--- src/rtl/nibble_serial_adder.sv ---
// Adds WIDTH-bit operands one nibble per clock through an external 4-bit slice.
// Optional overflow flag output Ovf when OVERFLOW_FLAG_EN is defined.
module nibble_serial_adder #(
  parameter int WIDTH = 16
) (
  input  logic             clk,
  input  logic             rst_n,
  input  logic             start,
  input  logic [WIDTH-1:0] A_in,
  input  logic [WIDTH-1:0] B_in,
  input  logic             Cin,
  output logic             busy,
  output logic             done,
  output logic [WIDTH-1:0] S_out,
  output logic             Cout,
  output logic [3:0]       slice_A,
  output logic [3:0]       slice_B,
  output logic             slice_Cin,
  input  logic [3:0]       slice_S,
  input  logic             slice_Cout
`ifdef OVERFLOW_FLAG_EN
  ,
  output logic             Ovf
`endif
);

  localparam int NIB = WIDTH / 4;
  localparam int IW  = $clog2(NIB);
  localparam logic [IW-1:0] LAST = IW'(NIB - 1);

  typedef enum logic [1:0] {
    IDLE = 2'd0,
    RUN  = 2'd1,
    DONE = 2'd2
  } state_t;

  state_t           state;
  logic [WIDTH-1:0] a_r;
  logic [WIDTH-1:0] b_r;
  logic             carry;
  logic [IW-1:0]    idx;

  // Present the current nibble pair to the slice only while running
  always_comb begin
    slice_A   = 4'd0;
    slice_B   = 4'd0;
    slice_Cin = 1'b0;
    if (state == RUN) begin
      slice_A   = a_r[4*idx +: 4];
      slice_B   = b_r[4*idx +: 4];
      slice_Cin = carry;
    end
  end

  // Sequencer: accept, step through nibbles chaining carry, flag done
  always_ff @(posedge clk or negedge rst_n) begin
    if (!rst_n) begin
      state <= IDLE;
      busy  <= 1'b0;
      done  <= 1'b0;
      S_out <= '0;
      Cout  <= 1'b0;
      idx   <= '0;
      carry <= 1'b0;
      a_r   <= '0;
      b_r   <= '0;
`ifdef OVERFLOW_FLAG_EN
      Ovf   <= 1'b0;
`endif
    end else begin
      unique case (state)
        IDLE: begin
          done <= 1'b0;
          if (start) begin
            a_r   <= A_in;
            b_r   <= B_in;
            carry <= Cin;
            idx   <= '0;
            S_out <= '0;
            Cout  <= 1'b0;
`ifdef OVERFLOW_FLAG_EN
            Ovf   <= 1'b0;
`endif
            busy  <= 1'b1;
            state <= RUN;
          end
        end
        RUN: begin
          S_out[4*idx +: 4] <= slice_S;
          carry <= slice_Cout;
          if (idx == LAST) begin
            Cout  <= slice_Cout;
`ifdef OVERFLOW_FLAG_EN
            Ovf   <= (a_r[WIDTH-1] == b_r[WIDTH-1]) &
                     (slice_S[3] != a_r[WIDTH-1]);
`endif
            busy  <= 1'b0;
            done  <= 1'b1;
            state <= DONE;
          end else begin
            idx <= idx + 1'b1;
          end
        end
        DONE: begin
          done  <= 1'b0;
          state <= IDLE;
        end
        default: begin
          busy  <= 1'b0;
          done  <= 1'b0;
          state <= IDLE;
        end
      endcase
    end
  end

endmodule

--- config.mk ---
export PLATFORM = sky130hd
export DESIGN_NAME = nibble_serial_adder
export DESIGN_NICKNAME = d
export VERILOG_FILES = /design/src/rtl/nibble_serial_adder.sv
export SDC_FILE = /design/constraint.sdc
export NUM_CORES = 1
export LEC_CHECK = 0
export ABC_CLOCK_PERIOD_IN_PS = 3300
export BUFFER_PORTS_ARGS = -buffer_cell sky130_fd_sc_hd__buf_4
export CORE_MARGIN = 3
export CORE_UTILIZATION = 50
export CTS_CLUSTER_DIAMETER = 50
export DETAILED_ROUTE_END_ITERATION = 10
export PLACE_DENSITY = 0.77
export SYNTH_ARGS = -nofsm -noshare
export SYNTH_HDL_FRONTEND = slang
export SYNTH_SLANG_ARGS = --single-unit
--- constraint.sdc ---
create_clock -name clk -period 3.3 [get_ports clk]
set_input_delay 0.33 -clock clk [delete_from_list [all_inputs] [get_ports clk]]
set_output_delay 0.33 -clock clk [all_outputs]
set_load 0.005 [all_outputs]
==> reports/summary.txt <==
========================================================================================================
Total number of H-tree levels                                                                          2
Ratio of cells with drive above 1 in the final layout                                             0.4816
Via count of the first global-routing pass                                                          1781
Port Buf Inserts                                                                                      68
Via count                                                                                           1655
Number of DRC violations after detailed routing                                                        0
Number of max-capacitance violations reported                                                          0
Sequential element share of the synthesized area                                                  0.5466
Type of origin of the critical path                                                             register
Synthesized area                                                                              2564 sq um
Clock Sink Count                                                                                      56
Number of buffers inserted during clock tree synthesis                                                 5
Distinct cells, synth                                                                                 27
Worst Slack Setup Final                                                                        0.8760 ns
Simple-gate portion of the synthesized area                                                      0.09419
All-Layer GR Usage                                                                                0.1817
Post-CTS clock slew at the launch and capture registers of the worst setup and hold paths        0.09 ns
Mux cell area share after synthesis                                                               0.2196
Commonest non-fill, non-tap cell in the layout                                              sky130_fd_sc_hd__buf_4
Number of instances in the placed design                                                             305
Flop and latch count out of synthesis                                                                 56
Path type of the worst min-delay path                                                           in2async
Iteration-0 DRC Markers                                                                               88
Pre-CTS setup slack                                                                             1.011 ns
Critical Setup Path Class                                                                        reg2out
Part of the cycle the worst path needs                                                            0.7346
GPL Wtd Cong                                                                                      0.8415
Count of fill cells added during filler insertion                                                    374
Leading cell types in the layout, fill and taps excluded                                    69 x sky130_fd_sc_hd__buf_4, 56 x sky130_fd_sc_hd__dfrtp_1, 33 x sky130_fd_sc_hd__mux2_2
Synth-to-Final Area Change                                                                        25.09%
Post CTS Setup Buffer Count                                                                            0
Finished Cell Area                                                                            3207 sq um
Leading post-synthesis cells by cell area                                                   sky130_fd_sc_hd__dfrtp_1 55%, sky130_fd_sc_hd__mux2_2 14%, sky130_fd_sc_hd__a22o_1 5.5%
CTS tree                                                                                            done
Critical Path Sink Type                                                                     primary output
Routed Antenna Nets                                                                                    0
Xor and xnor fraction of the mapped netlist area                                                       0
Synth Area in Adders                                                                             0.02928
Final setup skew                                                                             0.005349 ns
Final core utilization                                                                            0.6614
Share of the synthesized area in the top cell type                                                0.5466
Final total negative setup slack                                                                    0 ns
CTS resizes                                                                                            0
Floorplan die area                                                                            6023 sq um
1st-pass router iterations                                                                             4
Die span in y                                                                                   77.61 um
Detail-routed net length per standard cell                                                      15.75 um
Total congestion overflow                                                                              0
Status                                                                                      complete, no violations
Initial cell density of the core                                                                  0.5288
Combinational family with the most area after synthesis                                     multiplexers
WP buf/inv                                                                                             1
Core Footprint                                                                                4848 sq um
Critical Path AT                                                                                 2.09 ns
FF+latch area                                                                                 1401 sq um
Placed cell areas                                                                             3110 sq um
Die width                                                                                       77.61 um
Worst path max stage delay                                                                       0.83 ns
Synthesized netlist net count                                                                        224
Maximum count of clock buffers along a single path                                                     2
Number of hold violations in the final report                                                          0
Timing-limited maximum frequency                                                              0.4125 GHz
Final-report max-slew violation count                                                                  0
Number of standard cells in the final layout excluding fillers                                       312
Maximum number of pins on one net before global-route repair                                          57
Total power per unit cell area                                                              886.6 nW/um^2
Synthesis warning total                                                                                0
Wire length of the first global-routing pass                                                     8631 um
Mean Syn Cell Area                                                                           14.48 sq um
Top fanout value on the critical path                                                                 15
Critical path data required time                                                                 2.97 ns
Area leader, netlist                                                                        sky130_fd_sc_hd__dfrtp_1
Number of primary I/O pins                                                                            69
Number of buffers added to fix hold violations after cts                                               0
Total area of multi-input combinational cells                                                 1092 sq um
Dpl hpwl                                                                                         3642 um
Crit-path slowest cell                                                                      sky130_fd_sc_hd__dfrtp_1
Setup-violating endpoint count in the final report                                                     0
Total length of routed wires                                                                     4914 um
Critical path cell sequence                                                                 mux4_1 > and2_1 > buf_4
Overall Power                                                                                   2.843 mW
Number of antenna violations at the first check in global routing                                      0
Source-to-sink clock delay at the later pin of the worst-skew pair                               0.30 ns
Max rail drop VDD                                                                              0.4163 mV
Net count, final                                                                                     292
Actual transition at the worst max-transition pin                                              0.7368 ns
Leakage                                                                                         1.510 nW
ANT cells                                                                                              0
Hold Worst Slack                                                                              0.05963 ns
Cell class contributing the biggest share of worst-path delay                                 flip-flops
Detail-routed via count per cell                                                                   5.304
Synthesized netlist cell count                                                                       177
Compound-gate portion of the synthesized area                                                    0.08297
RSZ-0062 raised after global routing                                                               false
Min cycle time layout                                                                           2.424 ns
Row count                                                                                             25
Root cell of the clock tree                                                                 sky130_fd_sc_hd__clkbuf_8
Relative slew margins                                                                             0.5088
========================================================================================================
worst reg2reg max path, cell delays in order, from the launching register on:
cell                      delay (ns)
sky130_fd_sc_hd__dfrtp_1        0.83
sky130_fd_sc_hd__inv_1          0.32
sky130_fd_sc_hd__ha_1           0.43
sky130_fd_sc_hd__nor4_2         0.48
sky130_fd_sc_hd__a22o_1         0.20
path summary, 6_finish.rpt:
check	startpoint	endpoint	slack (ns)	depth (start not counted)
hold reg to reg	a_r[7]	a_r[7]	0.51	1
setup / recovery	idx[0]	slice_A[3]	0.88	3
max in group asynchronous	rst_n	S_out[14]	2.78	1
hold / removal	rst_n	S_out[2]	0.06	1
min in group clk	B_in[0]	b_r[0]	0.26	2
setup reg to reg	idx[0]	S_out[1]	0.98	4
metal layers:
layer  part of all wire  routed length, um  up-vias  GRT usage
met5                  0                  0        -          0
met2               0.52               2569       39     0.3108
met1               0.42               2082      827     0.2335
met3              0.040                195        6    0.03596
met4              0.013                 65        0    0.05338
li1                   -                  -      783          -
cell usage after synthesis, drive strengths merged:
library cell and number:
a21oi 2, a32o 1, a22oi 1, and3 1
nor2b 3, nor2 5, mux4 8, nor4 3
nand2 7, dfrtp 56, nand2b 3, mux2 33
a21o 4, clkbuf 1, nor3b 2, buf 7
nor4b 1, a22o 16, and2 10, ha 6
inv 4, o21ai 3
registers in the layout, summed over array words and instances, names as in the netlist:
signal  cells
S_out      16
a_r        16
b_r        16
idx         2
state       2
Cout        1
busy        1
carry       1
done        1
kinds of logic after synthesis:
logic type,after synthesis
buffers and inverters,12
multiplexers,41
AO/OA/AOI/OAI,27
adder cells (fa/ha/maj),6
AND/OR/NAND/NOR,35
flip-flops,56
layout make-up:
cell class	instances	share of cell area
clock buffers	7	0.03004
inverters	4	0.004682
multi-input cells	109	0.3406
flip-flops and latches	56	0.4370
well taps	67	0.02614
repair buffers	69	0.1615
where the power goes:
group          leakage [nW]  switching, mW  internal, mW
Sequential            0.696          0.238         0.982
Combinational         0.763          0.473         0.759
Clock                0.0503          0.204         0.187
Total                  1.51          0.915          1.93
Note: power is estimated with default switching activity, not from simulation.
